### src/rtl/key_matrix_scanner.sv
// key_matrix_scanner: scans a 4x8 key matrix one active-low column at a time and debounces every key
// across frames. It publishes the pressed map and a valid/ready press/release event stream.
// Define KEY_EVENT_FIFO_EN to buffer events in a 4-entry FIFO; otherwise a single holding register is used.
module key_matrix_scanner #(
   parameter int N        = 50_000,
   parameter int DEBOUNCE = 3
) (
   input  logic        clk,
   input  logic        rst_n,
   input  logic [7:0]  rows_in,
   output logic [3:0]  cols,
   output logic [31:0] keys,
   output logic        frame_tick,
   output logic        ev_valid,
   input  logic        ev_ready,
   output logic [4:0]  ev_key,
   output logic        ev_pressed,
   output logic        ev_overflow
);

   localparam int            TW       = $clog2(N);
   localparam logic [TW-1:0] T_LAST   = TW'(N - 1);
   localparam logic [2:0]    CNT_LAST = 3'(DEBOUNCE - 1);

   logic [7:0]    sync1, sync2;
   logic [TW-1:0] timer;
   logic [1:0]    col, col_next, scol;
   logic [7:0]    samp;
   logic          active;
   logic [2:0]    cnt [32];

   logic [2:0]    row;
   logic [4:0]    upd_key;
   logic          upd_en, upd_bit, upd_diff, push, pop;

   // Key index (3-scol)*8+r: for a 2-bit column, 3-scol is simply ~scol.
   assign row      = timer[2:0];
   assign upd_key  = {~scol, row};
   assign upd_en   = active && (timer < TW'(8));
   assign upd_bit  = samp[row];
   assign upd_diff = (upd_bit != keys[upd_key]);
   assign push     = upd_en && upd_diff && (cnt[upd_key] == CNT_LAST);
   assign pop      = ev_valid && ev_ready;
   assign col_next = (timer == T_LAST) ? col + 2'd1 : col;

   always_ff @(posedge clk) begin
      if (!rst_n) begin
         sync1      <= 8'hFF;
         sync2      <= 8'hFF;
         timer      <= '0;
         col        <= '0;
         scol       <= '0;
         samp       <= '0;
         active     <= 1'b0;
         cols       <= 4'b1111;
         keys       <= '0;
         frame_tick <= 1'b0;
         // NOTE: the debounce counters are state, not storage, so each one must return to zero on reset.
         for (int i = 0; i < 32; i++) cnt[i] <= '0;
      end else begin
         sync1      <= rows_in;
         sync2      <= sync1;
         timer      <= (timer == T_LAST) ? '0 : timer + TW'(1);
         col        <= col_next;
         cols       <= ~(4'b0001 << col_next);
         frame_tick <= upd_en && (row == 3'd7) && (scol == 2'd3);
         if (timer == T_LAST) begin
            samp   <= ~sync2;
            scol   <= col;
            active <= 1'b1;
         end
         // One row per cycle during the first eight cycles of the following column.
         if (upd_en) begin
            if (!upd_diff) begin
               cnt[upd_key] <= '0;
            end else if (cnt[upd_key] == CNT_LAST) begin
               keys[upd_key] <= upd_bit;
               cnt[upd_key]  <= '0;
            end else begin
               cnt[upd_key] <= cnt[upd_key] + 3'd1;
            end
         end
      end
   end

`ifdef KEY_EVENT_FIFO_EN
   logic [5:0] fifo_mem [4];
   logic [1:0] wr_ptr, rd_ptr;
   logic [2:0] count;
   logic       full, do_push;

   assign full     = (count == 3'd4);
   assign do_push  = push && (!full || pop);
   assign ev_valid = (count != 3'd0);
   assign {ev_key, ev_pressed} = fifo_mem[rd_ptr];

   // NOTE: the payload array has no reset; an entry is only visible while ev_valid says it holds data.
   always_ff @(posedge clk) begin
      if (do_push) fifo_mem[wr_ptr] <= {upd_key, upd_bit};
   end

   always_ff @(posedge clk) begin
      if (!rst_n) begin
         wr_ptr      <= '0;
         rd_ptr      <= '0;
         count       <= '0;
         ev_overflow <= 1'b0;
      end else begin
         if (do_push) wr_ptr <= wr_ptr + 2'd1;
         if (pop)     rd_ptr <= rd_ptr + 2'd1;
         count <= count + {2'b00, do_push} - {2'b00, pop};
         if (push && !do_push) ev_overflow <= 1'b1;
      end
   end
`else
   logic do_push;

   // A pop in the same cycle frees the register, so the new event replaces the old one.
   assign do_push = push && (!ev_valid || pop);

   always_ff @(posedge clk) begin
      if (!rst_n) begin
         ev_valid    <= 1'b0;
         ev_key      <= '0;
         ev_pressed  <= 1'b0;
         ev_overflow <= 1'b0;
      end else begin
         if (do_push) begin
            ev_valid   <= 1'b1;
            ev_key     <= upd_key;
            ev_pressed <= upd_bit;
         end else if (pop) begin
            ev_valid <= 1'b0;
         end
         if (push && !do_push) ev_overflow <= 1'b1;
      end
   end
`endif

endmodule

### config.mk
export PLATFORM = sky130hd
export DESIGN_NAME = key_matrix_scanner
export DESIGN_NICKNAME = d
export VERILOG_FILES = /design/src/rtl/key_matrix_scanner.sv
export SDC_FILE = /design/constraint.sdc
export NUM_CORES = 1
export LEC_CHECK = 0
export CAP_MARGIN = 20
export CORE_MARGIN = 5
export CORE_UTILIZATION = 64
export CTS_CLUSTER_SIZE = 30
export DETAILED_ROUTE_END_ITERATION = 16
export HOLD_SLACK_MARGIN = 0.02
export MAX_ROUTING_LAYER = met4
export PLACE_DENSITY = 0.85
export SKIP_CTS_REPAIR_TIMING = 1
export SYNTH_ARGS = -nofsm -noshare
export SYNTH_HDL_FRONTEND = slang
export SYNTH_SLANG_ARGS = --single-unit
### constraint.sdc
create_clock -name clk -period 8.3 [get_ports clk]
set_input_delay 1.66 -clock clk [delete_from_list [all_inputs] [get_ports clk]]
set_output_delay 1.66 -clock clk [all_outputs]
set_load 0.01 [all_outputs]
* Word level (Yosys, flattened, before mapping)
Memories as Yosys holds them, arrays and structs flattened.
Index checks and enable logic that the tools add are counted.
Widths: inputs -> output; s select.
** Word-level totals
- Flip-flop bits (word level) :: 90
- Memories :: 1
- Memory bits (writable) :: 96
** Operators by class
- $add $sub $neg :: 3
- Muxes and demuxes :: 30
- Bitwise logic cells :: 6
- Shifts and indexed selects :: 1
- Eq/ne operators :: 5
- Reduce and logical (&&, ||, !) cells :: 16
- Order comparisons :: 4
** Memory list
- cnt :: words 32, bits a word 3, rd ports 1, clocked after memory_dff 0, write ports 32, RTL line 30 : logic [2:0] cnt [32];
** Operators by type and width (number)
- $bwmux 32 :: 1
- $mux 1 :: 21
- $add 16x1->16 const B :: 1
- $eq 16x16->1 const B :: 1
- $lt 16x4->1 const B :: 1
- $logic_and 1x1->1 :: 9
- $mux 3 :: 3
- $not 8->8 :: 1
- $lt 5x6->1 const B :: 1
- $bmux 1 s5 :: 1
- $demux 1 s5 :: 1
- $ge 5x1->1 const B :: 1
- $mux 5 :: 1
- $lt 3x4->1 const B :: 1
- $not 4->4 :: 1
- $shl 1x2->4 const A :: 1
- $add 3x1->3 const B :: 1
- $bmux 1 s3 :: 1
- $eq 3x2->1 const B :: 1
- $eq 3x3->1 const B :: 1
- $reduce_and 3->1 :: 1
- $reduce_or 3->1 :: 1
- $add 2x1->2 const B :: 1
- $eq 2x2->1 const B :: 1
- other kinds (9) :: 11

* Logic depth before layout (Yosys ltp)
- Word-level depth :: 12
- Mapped depth :: 14
- Depth with buffers taken out :: 10

* Worst setup path before layout
OpenSTA, ideal clock, no wires.
- Kind :: input to register
- Start point :: input port rst_n
- End point :: memory cnt[12][0] (enable)
- Data required time :: 7.956 ns
- Library setup time :: 0.344 ns
- Arrival :: 3.296 ns
- Setup slack :: 4.660 ns
- Stages :: 6
- Cells stage by stage :: clkbuf_1 clkinv_1 nor2_1 nand2_1 buf_1 o21ai_0
** RTL lines
- start: declaration :: RTL line 9 : input logic rst_n,
- end: declaration :: RTL line 30

==> impl_metrics.json <==
{
  "status": "completed",
  "power-per-cell-area_nw_per_um2": 189.7,
  "tightestPinTransition_ns": 1.020,
  "p_leak_nw": 3.102,
  "wl_um": 21160,
  "grt_pass1_vias": 6323,
  "clkLatencyLatePin_ns": 0.44,
  "die_h_um": 128.8,
  "synth_compound_area_frac": 0.08538,
  "switching_power_mw": 0.4998,
  "postRouteAntennaNets": 0,
  "synthXorXnorAreaFrac": 0.01455,
  "dr.pass1.iters": 5,
  "slew_headroom": 0.3202,
  "synth_nets": 791,
  "h-tree-depth": 4,
  "crit_type": "input port to flop",
  "layout_commonest_cell": "edfxtp_1",
  "die_area_um2": 16580,
  "track_usage": 0.2709,
  "yosys.area_share.simple": 0.2323,
  "cts.sinks": 186,
  "numCtsBuffers": 17,
  "finalSetupTns_ns": 0,
  "num-fill-cells": 895,
  "num_rows": 43,
  "nets": 801,
  "ys_async_sr_fraction": 0,
  "mostFrequentLayoutCells": "edfxtp_1, dfxtp_1, nand2_1, nor3_2, clkdlybuf4s50_1",
  "synth_fa_ha_area_frac": 0.009702,
  "ys_types": 58,
  "ctsLongestPathBuffers": 2,
  "p_int_mw": 1.443,
  "netlist_instances": 773,
  "avgSynthCellArea_um2": 11.68,
  "dr_total_vias": 6464,
  "synth_top_family_by_area": "simple AND/OR/NAND/NOR gates",
  "power_frac_seq": 0.510,
  "worstHoldPathType": "flop to flop",
  "vias_per_cell": 6.623,
  "cp_max_fo": 32,
  "hp-start": "sync2[6]$_SDFF_PN1_",
  "fin_crit_ns": 4.350,
  "cts.clk_slew.worst_paths_ns": 0.07,
  "cts_root_buffer": "clkbuf_16",
  "grt_pass1_wl_um": 33710,
  "final_max_slew_viol_count": 0,
  "swShare": 0.2572,
  "place_hpwl_um": 13190,
  "ios": 56,
  "maxCapViolations": 0,
  "grt_antenna_before_repair": 0,
  "antenna_cells": 0,
  "rsz0062_at_grt": "no",
  "place.gp.congestion": 0.9805,
  "crit_required_ns": 8.38,
  "fmax_mhz": 229.9,
  "finish.instance_area_um2": 10240,
  "synth_edf_count": 96,
  "pwr-share-comb": 0.075,
  "layout-drive-gt1-share": 0.2236,
  "ys_warn_count": 0,
  "drc": 0,
  "dominantRegCellSynth": "edfxtp_1",
  "cp-startpoint": "rst_n",
  "cts_tree": "yes",
  "globalRouteOverflowTotal": 0,
  "cp.arrival_ns": 4.43,
  "start_kind": "input port",
  "hold_violations": 0,
  "synth_mux_area_frac": 0.09092,
  "endpoint_kind": "flop",
  "synth_area_um2": 9027,
  "core_area_um2": 13880,
  "drt-initial-drc-count": 759,
  "grt_max_degree": 69,
  "finalSetupViolations": 0,
  "initial_core_util": 0.6504,
  "ir_drop_v": 0.0001848,
  "ys_ff_latch": 186,
  "io_buffers": 55,
  "reg2reg_from": "scol[0]$_SDFFE_PN0P_",
  "clock_skew_ns": 0.008948,
  "syn_to_final_growth_pct": 13.49,
  "placed_area_um2": 9593,
  "yosysSeqAreaShare": 0.5189,
  "clkPwrFrac": 0.415,
  "min_period_over_period": 0.5241,
  "chipWidth_um": 128.8,
  "routedWlPerCell_um": 21.68
}
-- power groups by stage --
stage	sequential (mW)	clock [mW]	combinational, mW
2_1_floorplan	1.01	0	0.108
3_3_place_gp	1.01	0	0.132
3_5_place_dp	1.01	0	0.141
4_1_cts	0.991	0.818	0.142
5_1_grt	0.993	0.854	0.153
6_report	0.991	0.807	0.145
-- critical path, cell delays in order --
cell and delay, ns:
buf_2 0.48, clkinv_1 0.57, nor2_1 0.79, nand2_1 0.15, buf_4 0.31, o21ai_0 0.46
-- area by class of cell --
class	count	area [um^2]	share of cell area
tap	180	225.2	0.02198
multi-input combinational	495	3950	0.3856
sequential	186	4687	0.4575
clock inverter	15	171.4	0.01673
timing repair buffer	75	755.7	0.07377
clock buffer	17	425.4	0.04152
inverter	8	30.03	0.002931
-- sequential cells by signal, indices dropped and copies added (netlist names), 2 cells and up --
register	cells
cnt	96
col	2
cols	4
ev_key	5
keys	32
samp	8
scol	2
sync1	8
sync2	8
timer	16
-- cell usage after synthesis, types with 3 or more instances --
| cell | instances | area (um^2) |
|---|---|---|
| nor3_1 | 9 | 45.04 |
| dfxtp_1 | 90 | 1802 |
| mux2i_1 | 28 | 280.3 |
| nor2_1 | 34 | 127.6 |
| nor4_2 | 26 | 325.3 |
| nor4_4 | 3 | 63.81 |
| mux4_2 | 21 | 473.0 |
| nand4_1 | 8 | 50.05 |
| or3b_1 | 3 | 26.28 |
| nand2_1 | 60 | 225.2 |
| nand2b_1 | 19 | 118.9 |
| xor2_1 | 7 | 61.31 |
| buf_4 | 6 | 45.04 |
| edfxtp_1 | 96 | 2883 |
| o21ai_1 | 6 | 30.03 |
| mux2_2 | 5 | 56.30 |
| ha_1 | 7 | 87.58 |
| o22ai_1 | 38 | 237.7 |
| clkbuf_1 | 45 | 168.9 |
| o21ai_0 | 34 | 170.2 |
| buf_2 | 18 | 90.09 |
| a21oi_1 | 4 | 20.02 |
| nand3_1 | 7 | 35.03 |
| nor3b_1 | 5 | 37.54 |
| buf_6 | 6 | 67.56 |
| nor4_1 | 40 | 250.2 |
| o2111ai_1 | 4 | 35.03 |
| a211oi_1 | 8 | 60.06 |
| and3_1 | 11 | 68.82 |
| a22oi_1 | 6 | 45.04 |
| xnor2_1 | 8 | 70.07 |
| inv_1 | 7 | 26.28 |
| buf_1 | 9 | 33.78 |
| nor3_2 | 61 | 610.6 |
| nand3b_1 | 4 | 30.03 |
-- layer usage --
layer  wire length [um]  GRT usage
met1               8343     0.3445
met2              10470     0.4253
met3               1838    0.06185
met4                512     0.1032
met5                  0          -
-- path summary, 6_finish.rpt --
kind                              to  slack [ns]  cells past startpoint
max reg2reg  cnt[3][2]$_SDFFCE_PN0P_        4.27                      6
max          cnt[2][1]$_SDFFCE_PN0P_        3.95                      6
min reg2reg     samp[6]$_SDFFE_PN0P_        0.41                      1
min             samp[6]$_SDFFE_PN0P_        0.41                      1
-- cell families after synthesis --
family / Yosys count
AOI/OAI and AO/OA: 117
xor gates and xnor gates: 15
adders and majority gates: 7
buffers and inverters: 92
DFF: 186
muxes: 55
and+or+nand+nor: 301
-- through the flow --
stage | hold slack [ns] | power, mW | instances | setup WS, ns | utilization
after floorplan | 0.3863 | 1.117 | 773 | 4.660 | -
after CTS | 0.4117 | 1.951 | 974 | 3.988 | 0.7341
after detailed placement | 0.3936 | 1.153 | 942 | 3.527 | 0.6911
final | 0.4087 | 1.943 | 976 | 3.950 | 0.7381
after global placement | 0.3892 | 1.143 | 941 | 3.735 | 0.6891
after global routing | 0.4269 | 2.000 | 976 | 3.731 | 0.7381
Power figures use the tool's default switching activity.
